[src/rtl/max_pool1d.sv]
// max_pool1d: temporal max-pool with fused ReLU.
//
// Each lane independently reduces every POOL_SIZE consecutive accepted beats to their signed
// maximum and clamps negatives to zero. The last window of a frame may be partial. A frame ends
// on last_i or after FRAME_SIZE accepted beats, whichever comes first.
//
// Ports:
//   clk_i    clock
//   rst_i    asynchronous reset, active-high
//   data_i   input vector, lane k at [k*BW +: BW], signed
//   valid_i  input beat valid
//   last_i   final beat of the input frame
//   ready_o  block can accept an input beat
//   data_o   pooled, ReLU'd vector (each lane in [0, 2^(BW-1)-1])
//   valid_o  output beat valid
//   last_o   final beat of the output frame
//   ready_i  downstream accepts the output beat
module max_pool1d #(
    parameter int unsigned FRAME_SIZE  = 50,
    parameter int unsigned VECTOR_SIZE = 8,
    parameter int unsigned BW          = 8,
    parameter int unsigned POOL_SIZE   = 2
) (
    input  logic                        clk_i,
    input  logic                        rst_i,
    input  logic [VECTOR_SIZE*BW-1:0]   data_i,
    input  logic                        valid_i,
    input  logic                        last_i,
    output logic                        ready_o,
    output logic [VECTOR_SIZE*BW-1:0]   data_o,
    output logic                        valid_o,
    output logic                        last_o,
    input  logic                        ready_i
);

    localparam int unsigned VW    = VECTOR_SIZE * BW;
    localparam int unsigned WIN_W = $clog2(POOL_SIZE);
    localparam int unsigned FRM_W = $clog2(FRAME_SIZE);

    localparam logic [WIN_W-1:0] WIN_LAST = WIN_W'(POOL_SIZE - 1);
    localparam logic [FRM_W-1:0] FRM_LAST = FRM_W'(FRAME_SIZE - 1);

    logic [VW-1:0]    r_acc;
    logic [WIN_W-1:0] r_win_cnt;
    logic [FRM_W-1:0] r_frm_cnt;
    logic [VW-1:0]    r_data_o;
    logic             r_valid_o;
    logic             r_last_o;

    logic             w_accept;
    logic             w_first;
    logic             w_frame_end;
    logic             w_close;
    logic [VW-1:0]    w_max_vec;
    logic [VW-1:0]    w_relu_vec;

    // Output register empty or draining this cycle; held low throughout reset.
    assign ready_o     = !rst_i && (!r_valid_o || ready_i);
    assign w_accept    = valid_i && ready_o;
    // win_cnt == 0 is the "first beat of window" state: load instead of compare.
    assign w_first     = (r_win_cnt == '0);
    // A missing last_i is tolerated by forcing frame end on the FRAME_SIZE-th beat.
    assign w_frame_end = last_i || (r_frm_cnt == FRM_LAST);
    assign w_close     = (r_win_cnt == WIN_LAST) || w_frame_end;

    for (genvar k = 0; k < VECTOR_SIZE; k++) begin : g_lane
        logic signed [BW-1:0] w_in;
        logic signed [BW-1:0] w_acc;
        logic signed [BW-1:0] w_max;

        assign w_in  = data_i[k*BW +: BW];
        assign w_acc = r_acc[k*BW +: BW];
        assign w_max = (w_first || (w_in > w_acc)) ? w_in : w_acc;

        assign w_max_vec[k*BW +: BW]  = w_max;
        // ReLU on the sign bit; cannot overflow since the positive range is unchanged.
        assign w_relu_vec[k*BW +: BW] = w_max[BW-1] ? '0 : w_max;
    end

    always_ff @(posedge clk_i or posedge rst_i) begin
        if (rst_i) begin
            r_acc     <= '0;
            r_win_cnt <= '0;
            r_frm_cnt <= '0;
        end else if (w_accept) begin
            r_acc <= w_max_vec;
            if (w_frame_end) begin
                r_win_cnt <= '0;
                r_frm_cnt <= '0;
            end else begin
                r_frm_cnt <= r_frm_cnt + 1'b1;
                r_win_cnt <= w_close ? '0 : r_win_cnt + 1'b1;
            end
        end
    end

    // Single-entry output register. A closing accept reloads it even while the current
    // entry drains, so back-to-back windows see no bubble.
    always_ff @(posedge clk_i or posedge rst_i) begin
        if (rst_i) begin
            r_data_o  <= '0;
            r_valid_o <= 1'b0;
            r_last_o  <= 1'b0;
        end else if (w_accept && w_close) begin
            r_data_o  <= w_relu_vec;
            r_valid_o <= 1'b1;
            r_last_o  <= w_frame_end;
        end else if (ready_i) begin
            r_valid_o <= 1'b0;
        end
    end

    assign data_o  = r_data_o;
    assign valid_o = r_valid_o;
    assign last_o  = r_last_o;

endmodule

[config.mk]
export PLATFORM = sky130hd
export DESIGN_NAME = max_pool1d
export DESIGN_NICKNAME = d
export VERILOG_FILES = /design/src/rtl/max_pool1d.sv
export SDC_FILE = /design/constraint.sdc
export NUM_CORES = 1
export LEC_CHECK = 0
export ABC_AREA = 1
export BUFFER_PORTS_ARGS = -buffer_cell sky130_fd_sc_hd__buf_2
export CORE_ASPECT_RATIO = 1.2
export CORE_MARGIN = 1.5
export CORE_UTILIZATION = 52
export DETAILED_ROUTE_END_ITERATION = 8
export PLACE_DENSITY = 0.82
export REMOVE_ABC_BUFFERS = 1
export SKIP_CTS_REPAIR_TIMING = 1
export SYNTH_ARGS = -nofsm -noshare
export SYNTH_HDL_FRONTEND = slang
export SYNTH_SLANG_ARGS = --single-unit
[constraint.sdc]
create_clock -name clk_i -period 4 [get_ports clk_i]
set_clock_uncertainty 0.15 [all_clocks]
set_input_delay 0.4 -clock clk_i [delete_from_list [all_inputs] [get_ports clk_i]]
set_output_delay 0.4 -clock clk_i [all_outputs]
set_load 0.1 [all_outputs]
# Yosys cells after proc, flatten, opt, wreduce, memory -nomap -nowiden
# Cells that the tools add are included.
[totals]
reg_bits = 137
in_bits = 69
output_inout_bits = 67
word_cells = 56
[classes]
n_addsub = 2
magnitude_cmp = 8
n_eq_ne = 1
n_mux = 21
bitwise_logic = 1
reduce_logical = 17
[ops]
columns = ["operator", "n"]
rows = [
  ["greater-than comparator 8 bit", 8],
  ["2-to-1 mux 8 bit", 8],
  ["2-to-1 mux 7 bit", 8],
  ["logical OR 1 bit", 11],
  ["adder 6 x 1 -> 6 bit, second input constant", 1],
  ["equality test 6 bit, second input constant", 1],
  ["2-to-1 mux 6 bit", 1],
  ["2-to-1 mux 1 bit", 4],
  ["logical AND 1 bit", 3],
  ["zero test 1 bit", 2],
  ["nonzero test 2 bit", 1],
  ["adder 1 bit, second input constant", 1],
  ["NOT 1 bit", 1],
]

# Depth between registers and ports, before layout
# Gate-level depths: netlist (run 1).
[logic_depth]
word_depth = 6
ltp_mapped = 17

# Least setup slack after synthesis (run 1)
# Ideal clock, no wire load.
[synth_timing]
path_type = "register to register"
from = "register r_valid_o, in the netlist valid_o"
to = "register r_data_o[45], in the netlist data_o[45]"
arrival_time_ns = 2.312
required_ns = 3.782
setup_slack_ns = 1.470
stages_incl_launch_ff = 11
path_buffers = 1
period_less_slack_ns = 2.530
cell_sequence = "dfrtp_1 inv_2 nor2_2 nor2_4 nand2_4 inv_2 a21oi_4 inv_2 clkbuf_1 nand3_1 nand2_1"
[synth_between]
elab_chain_cells = 5
[synth_lines]
columns = ["element", "line_no", "rtl"]
rows = [
  ["from (decl)", "47", "logic r_valid_o;"],
  ["from (signal assigned)", "102", "r_valid_o <= 1'b0;"],
  ["from (signal assigned)", "106", "r_valid_o <= 1'b1;"],
  ["from (signal assigned)", "109", "r_valid_o <= 1'b0;"],
  ["zero test 1 bit", "58", "assign ready_o = !rst_i && (!r_valid_o || ready_i);"],
  ["logical OR 1 bit", "58", ""],
  ["logical AND 1 bit", "58", ""],
  ["via ready_o", "29", "output logic ready_o,"],
  ["logical AND 1 bit", "59", "assign w_accept = valid_i && ready_o;"],
  ["logical AND 1 bit", "104", "end else if (w_accept && w_close) begin"],
  ["to (signal assigned)", "105", "r_data_o <= w_relu_vec;"],
  ["to (decl)", "46", "logic [VW-1:0] r_data_o;"],
]
# The timed path passes the listed nets, and every way through them passes these cells.
# A chain may end at the register's enable or synchronous reset.

# Worst setup path in the final report (run 1)
[layout_timing]
from = "register r_valid_o, in the netlist valid_o"
to = "register r_data_o[17], in the netlist data_o[17]"
[layout_between]
elab_chain_cells = 5
[layout_lines]
columns = ["element", "line_no"]
rows = [
  ["zero test 1 bit", "58"],
  ["logical OR 1 bit", "58"],
  ["logical AND 1 bit", "58"],
  ["logical AND 1 bit", "59"],
  ["logical AND 1 bit", "104"],
]
# Every way passes these cells.

==> results.md, run 1 <==
* Status: finished with violations
* Violated checks: negative hold slack
* Internal power at 3.88 mW
* Synth top area cells: dfrtp_1 (41%), nand2_1 (19%), ha_1 (11%)
* Total die area at 15800 µm²
* WL/cell at 13.4 µm
* First drt pass iteration count at 6
* Core area at 14500 µm²
* Total gr overflow at 0
* Clk buf depth at 2
* CP max FO at 56
* Min Hold Slack at -0.0288 ns
* Crit share post-route at 62.7%
* Detailed-route DRC error count at 0
* Cell Area, Synth at 7820 µm²
* Crit path time final at 2.51 ns
* Setup crit start: valid_o
* RSZ-0062 raised after global routing: false
* Initial antenna violation count at 1
* Worst hold path type: input port to asynchronous set/reset pin
* Top cell type's share of synthesized area at 41.3%
* Final Hold Vio Count at 73
* Site Rows at 48
* Diodes inserted at 0
* R2R depth at 9
* Setup violators final at 0
* Via count at 7043
* Rel. slew slack at 22.2%
* Sequential area share after synthesis at 41.3%
* Port bufs at 127
* Non-filler cells, final at 1376
* Total GRT Usage at 24.6%
* P_sw at 4.17 mW
* Pwr dens at 873 nW/µm²
* Post-synthesis cell type count at 31
* Root Driver: clkbuf_16
* DR vias/cell at 5.12
* Post-synth EDFFs at 0
* Top_reg_cell synth: dfrtp_1
* Peak VDD IR at 0.493 mV
* Clock-pin slew on the worst setup and hold paths at 0.06 ns
* Leak pwr at 5.29 nW
* Reg2reg end: data_o[17]
* H-tree Lvls at 4
* Post-route cell area at 9230 µm²
* Largest net degree at the start of global routing at 109
* Die height at 137 µm
* Die Wd at 115 µm
* Final wirelength at 18500 µm
* Num CTS Buffers at 17
* Seq pwr share at 25.3%
* Starting Density at 53.8%
* Routability cong. at 0.851
* # placed instances at 1344
* IO Pins at 136
* Setup TNS Final at 0 ns
* Worst skew pair latency at 0.42 ns
* Final Max Slew Viols at 0
* Routed Antenna Nets at 0
* Data arrival time of the worst path at 2.71 ns
* Max_cap viols at 0
* Clk pwr share at 22.8%
* Mean area per synthesized cell at 7.48 µm²
* Type of the worst setup path: register to register
* Iter 0 DRT Violations at 421
* Worst R2R Setup Slack at 1.49 ns
* Worst setup EP type: register
* Slew @ Worst Pin at 1.17 ns
* Async set-reset flop share out of synthesis at 100%
* Reg-to-reg critical path startpoint: valid_o
* First-pass GRT wire length at 30800 µm
* DP Area at 8530 µm²
* CTS tree: yes
* Post-DP HPWL at 11800 µm
* Sw frac at 51.8%
* Fmax at 0.399 GHz
* Area delta synth->final at 18.0%
* Layout cell share with drive strength beyond 1 at 17.8%
* Vias in the first global route at 6765
* Setup crit start kind: register
* Post-synthesis register bit count at 129
* Yosys warns at 0
* Nets@finish at 1298
* Worst Setup EP: data_o[17]
* Combinational Power Share at 51.8%
* Synth area leader: dfrtp_1
* Crit path required time at 4.21 ns
* Clock Sinks at 129
* Cells after synthesis at 1046
synthesized netlist by cell type, types with 8 or more instances:
| library cell | instances |
|---|---|
| ha_1 | 66 |
| inv_2 | 11 |
| nand4_1 | 8 |
| buf_2 | 9 |
| clkbuf_1 | 12 |
| o21ai_1 | 57 |
| dfrtp_1 | 129 |
| a21oi_1 | 16 |
| nand3_1 | 130 |
| nand2_2 | 15 |
| nand2_1 | 405 |
| inv_1 | 106 |
| nor2_1 | 32 |
| buf_4 | 11 |
worst max-delay path, cell delays in order, from the launching register on:
cell,delay [ns]
dfrtp_1,0.38
inv_2,0.07
nor2_2,0.04
nor2_4,0.10
nand2_4,0.22
nor2_4,0.25
a21oi_4,0.05
inv_2,0.83
nand3_1,0.20
nand2_1,0.11
kinds of logic after synthesis:
family / share of synthesized area (%)
simple gates: 33.6
buf+inv: 8.88
fa+ha+maj: 10.6
compound gates: 5.57
other cells: 0.0479
flops: 41.3
xor+xnor: 0.112
per-stage QoR:
stage | setup slack, ns | utilization, % | power (mW)
2_1_floorplan | -0.373 | - | 5.41
3_3_place_gp | 1.52 | 58.7 | 6.13
3_5_place_dp | 1.38 | 58.7 | 6.21
4_1_cts | 1.46 | 63.5 | 8.10
5_1_grt | 1.35 | 63.5 | 8.56
6_report | 1.49 | 63.5 | 8.06
per-layer routing:
metal / wire length (µm) / global-route usage, % / share of wire [%]
met3: 882 / 5.72 / 4.8
met5: 12 / 0 / 0.065
met1: 8120 / 29.8 / 44
met2: 9230 / 42.8 / 50
met4: 240 / 9.12 / 1.3
area by class of cell:
class                   instances  area, µm²
fillers                      1288       5310
flip-flops and latches        129       3230
well taps                     200        250
clock inverters                14        259
repair buffers                133        681
inverters                     117        445
multi-input cells             765       3930
clock buffers                  18        439
state kept, by name (all words and copies together), names as in the netlist:
register   count
r_acc         64
r_win_cnt      1
last_o         1
valid_o        1
data_o        56
r_frm_cnt      6
layout by cell type, fill, tap and decap left out, drive strengths merged, types with 4 or more instances in the layout:
cell type,netlist,final
nand2,426,426
bufinv,0,7
clkbuf,12,18
nand3,135,135
buf,30,133
dfrtp,129,129
nor2,35,35
a21oi,17,17
ha,66,66
nand4,8,8
clkinvlp,0,4
conb,1,8
o21ai,60,60
inv,117,117
worst min path at each step:
stage	from	end	depth (start not counted)	slack, ns
after floorplan	r_acc[15]	r_acc[15]	2	0.31
after global placement	last_o	last_o	2	0.30
after detailed placement	data_o[36]	data_o[36]	2	0.31
after CTS	rst_i	r_acc[16]	2	-0.01
after global routing	ready_i	valid_o	2	0.02
final	rst_i	r_acc[16]	2	-0.03
power groups by stage:
stage	Combinational, mW	Clock, mW	Sequential, mW
3_3_place_gp	4.10	0	2.04
4_1_cts	4.20	1.86	2.04
2_1_floorplan	1.59	0	3.81
3_5_place_dp	4.17	0	2.04
5_1_grt	4.54	1.92	2.10
6_report	4.18	1.84	2.04
Note: power is estimated with default switching activity, not from simulation.
==> run 2: changes to the inputs <==
Settings changed: CORE_UTILIZATION 52 to 55, PLACE_DENSITY 0.82 to 0.83.
Clock period 4 ns to 2.6 ns, I/O delays scaled along.
==> results.md, run 2 (synthesized netlist as in run 1, its figures left out) <==
* Clock-pin slew on the worst setup and hold paths at 0.05 ns (about the same)
* Max reg flops at 64 (unchanged)
* Die Wd at 112 µm (-2.7%)
* Via count at 7076 (+0.47%)
* Worst hold path type: input port to register
* Data arrival time of the worst path at 2.61 ns (-0.10 ns)
* Total gr overflow at 0 (unchanged)
* Combinational Power Share at 53.4% (+1.6 points)
* Pwr dens at 1310 nW/µm² (+50%)
* WL/cell at 13.6 µm (+0.93%)
* Crit-path slowest cell: inv_2
* Post-DP HPWL at 12100 µm (+2.4%)
* First drt pass iteration count at 5 (-1)
* Final wirelength at 18300 µm (-0.83%)
* Detailed-route DRC error count at 0 (unchanged)
* DR vias/cell at 5.23 (+2.3%)
* Num CTS Buffers at 17 (unchanged)
* Internal power at 5.67 mW (+46%)
* CTS tree: yes
* P_sw at 6.36 mW (+52%)
* Final Max Slew Viols at 0 (unchanged)
* Cell repeated most along the worst path: nor2_4
* Crit path required time at 2.80 ns (-1.41 ns)
* Setup WS post-layout at 0.194 ns (-1.30 ns)
* Routability cong. at 0.863 (+1.4%)
* Most frequent cells in the layout: nand2_1 (405), nand3_1 (130), dfrtp_1 (128), buf_2 (127), inv_1 (105)
* Status: finished clean
* Layout cell share with drive strength beyond 1 at 17.6% (-0.13 points)
* Largest stage delay, worst path at 0.80 ns (-0.03 ns)
* Worst Hold Path Cells at 4
* Rel. slew slack at 24.9% (+2.7 points)
* Worst setup EP type: register
* Biggest register: r_acc
* Fmax at 0.416 GHz
* Worst skew pair latency at 0.42 ns (about the same)
* Setup crit start kind: input port
* Clock Sinks at 129 (unchanged)
* Port bufs at 127 (unchanged)
* Core area at 13800 µm² (-4.9%)
* Root Driver: clkbuf_16
* Seq pwr share at 26.1% (+0.8 points)
* Total GRT Usage at 25.6% (+1.0 points)
* Sw frac at 52.8% (+1.0 points)
* IO Pins at 136 (unchanged)
* RSZ-0062 raised after global routing: false
* Final Hold Vio Count at 0 (-100%)
* R2R depth at 8 (-1)
* Crit path buf inv count at 3 (+1)
* Iter 0 DRT Violations at 322 (-24%)
* Starting Density at 56.6% (+2.8 points)
* H-tree Lvls at 4 (unchanged)
* Initial antenna violation count at 2 (+1)
* Type of the worst setup path: input port to register
* Post-Place Setup Slack at 0.220 ns (-1.16 ns)
* Most common cell after layout, fill and taps aside: nand2_1
* Crit share post-route at 92.5%
* Setup TNS Final at 0 ns (unchanged)
* Slew @ Worst Pin at 1.13 ns (-0.0392 ns)
* Crit path cell chain: dlygate4sd3_1 -> buf_2 -> nor2_4 -> nand2_4 -> nor2_4 -> a21oi_4 -> inv_2 -> nand3_1 -> nand2_1
* Area delta synth->final at 17.2%
* Die height at 134 µm (-2.7%)
* Nets@finish at 1301 (+0.23%)
* Peak VDD IR at 0.876 mV (+78%)
* Crit path time final at 2.41 ns
* CP max FO at 56 (unchanged)
* Setup violators final at 0 (unchanged)
* First-pass GRT wire length at 30700 µm (about the same)
* Vias in the first global route at 6721 (-0.65%)
* Clk pwr share at 20.5% (-2.3 points)
* WP depth at 9 (unchanged)
* Final Util at 66.3% (+2.8 points)
* Min Hold Slack at 0.00979 ns (+0.0386 ns)
* Total die area at 14900 µm² (-5.3%)
* Largest net degree at the start of global routing at 109 (unchanged)
* Clk buf depth at 2 (unchanged)
* Site Rows at 47 (-2.1%)
* Max_cap viols at 0 (unchanged)
* Final Power at 12.0 mW (+49%)
* Routed Antenna Nets at 0 (unchanged)
* Worst path top cell family by delay: buffers and inverters
* Leak pwr at 5.28 nW (-0.14%)
run 2: cell types whose count changed in the layout (fill, tap and decap cells not counted), moves of 2 or more:
cell,delta
diode_2,+2
buf_12,+2
dlygate4sd3_1,+2
clkinvlp_4,-2
clkbuf_1,+2
clkbuf_8,+3
bufinv_16,-4
run 2: final cells by class:
class	count	area, µm²
Antenna cell	2	5.00
Inverter	117	445
Timing Repair Buffer	136	733
Multi-Input combinational cell	765	3930
Clock inverter	9	129
Tap cell	171	214
Fill cell	1219	4650
Sequential cell	129	3230
Clock buffer	23	488
run 2: power by group through the flow:
stage               Clock [mW]  Sequential, mW  Combinational [mW]
finish                    2.47            3.15                6.42
global route              2.60            3.23                6.97
CTS                       2.50            3.14                6.44
detailed placement           0            3.15                6.41
global placement             0            3.14                6.31
floorplan                    0            5.86                2.45
run 2: worst reg2reg max path: cells and delay by family (launching register included):
| family | cells | cell delay [ns] |
|---|---|---|
| adders and majority gates | 1 | 0.16 |
| DFF | 1 | 0.40 |
| and+or+nand+nor | 3 | 0.50 |
| buffers and inverters | 2 | 0.88 |
| AOI/OAI and AO/OA | 2 | 0.23 |
run 2: metal layers:
layer | share of wire, % | global-route usage (%) | wire length, µm
met1 | 43 | 31.4 | 7890
met4 | 2.9 | 11.9 | 527
met3 | 5.1 | 5.82 | 940
met5 | 0 | 0 | 0
met2 | 49 | 43.1 | 8970
run 2: final timing paths:
check	slack, ns	startpoint	endpoint
worst max-delay path	0.19	rst_i	data_o[49]
worst min-delay path	0.01	last_i	r_frm_cnt[1]
worst max register to register	0.21	r_frm_cnt[1]	data_o[49]
worst min register to register	0.32	last_o	last_o
max in group asynchronous	1.35	rst_i	data_o[1]
min in group asynchronous	0.29	rst_i	valid_o
run 2: per-stage QoR:
stage | instance area (µm²) | std cells
floorplan | 7590 | 1011
detailed placement | 8530 | 1316
global route | 9170 | 1351
finish | 9170 | 1352
CTS | 9140 | 1348
global placement | 8530 | 1316
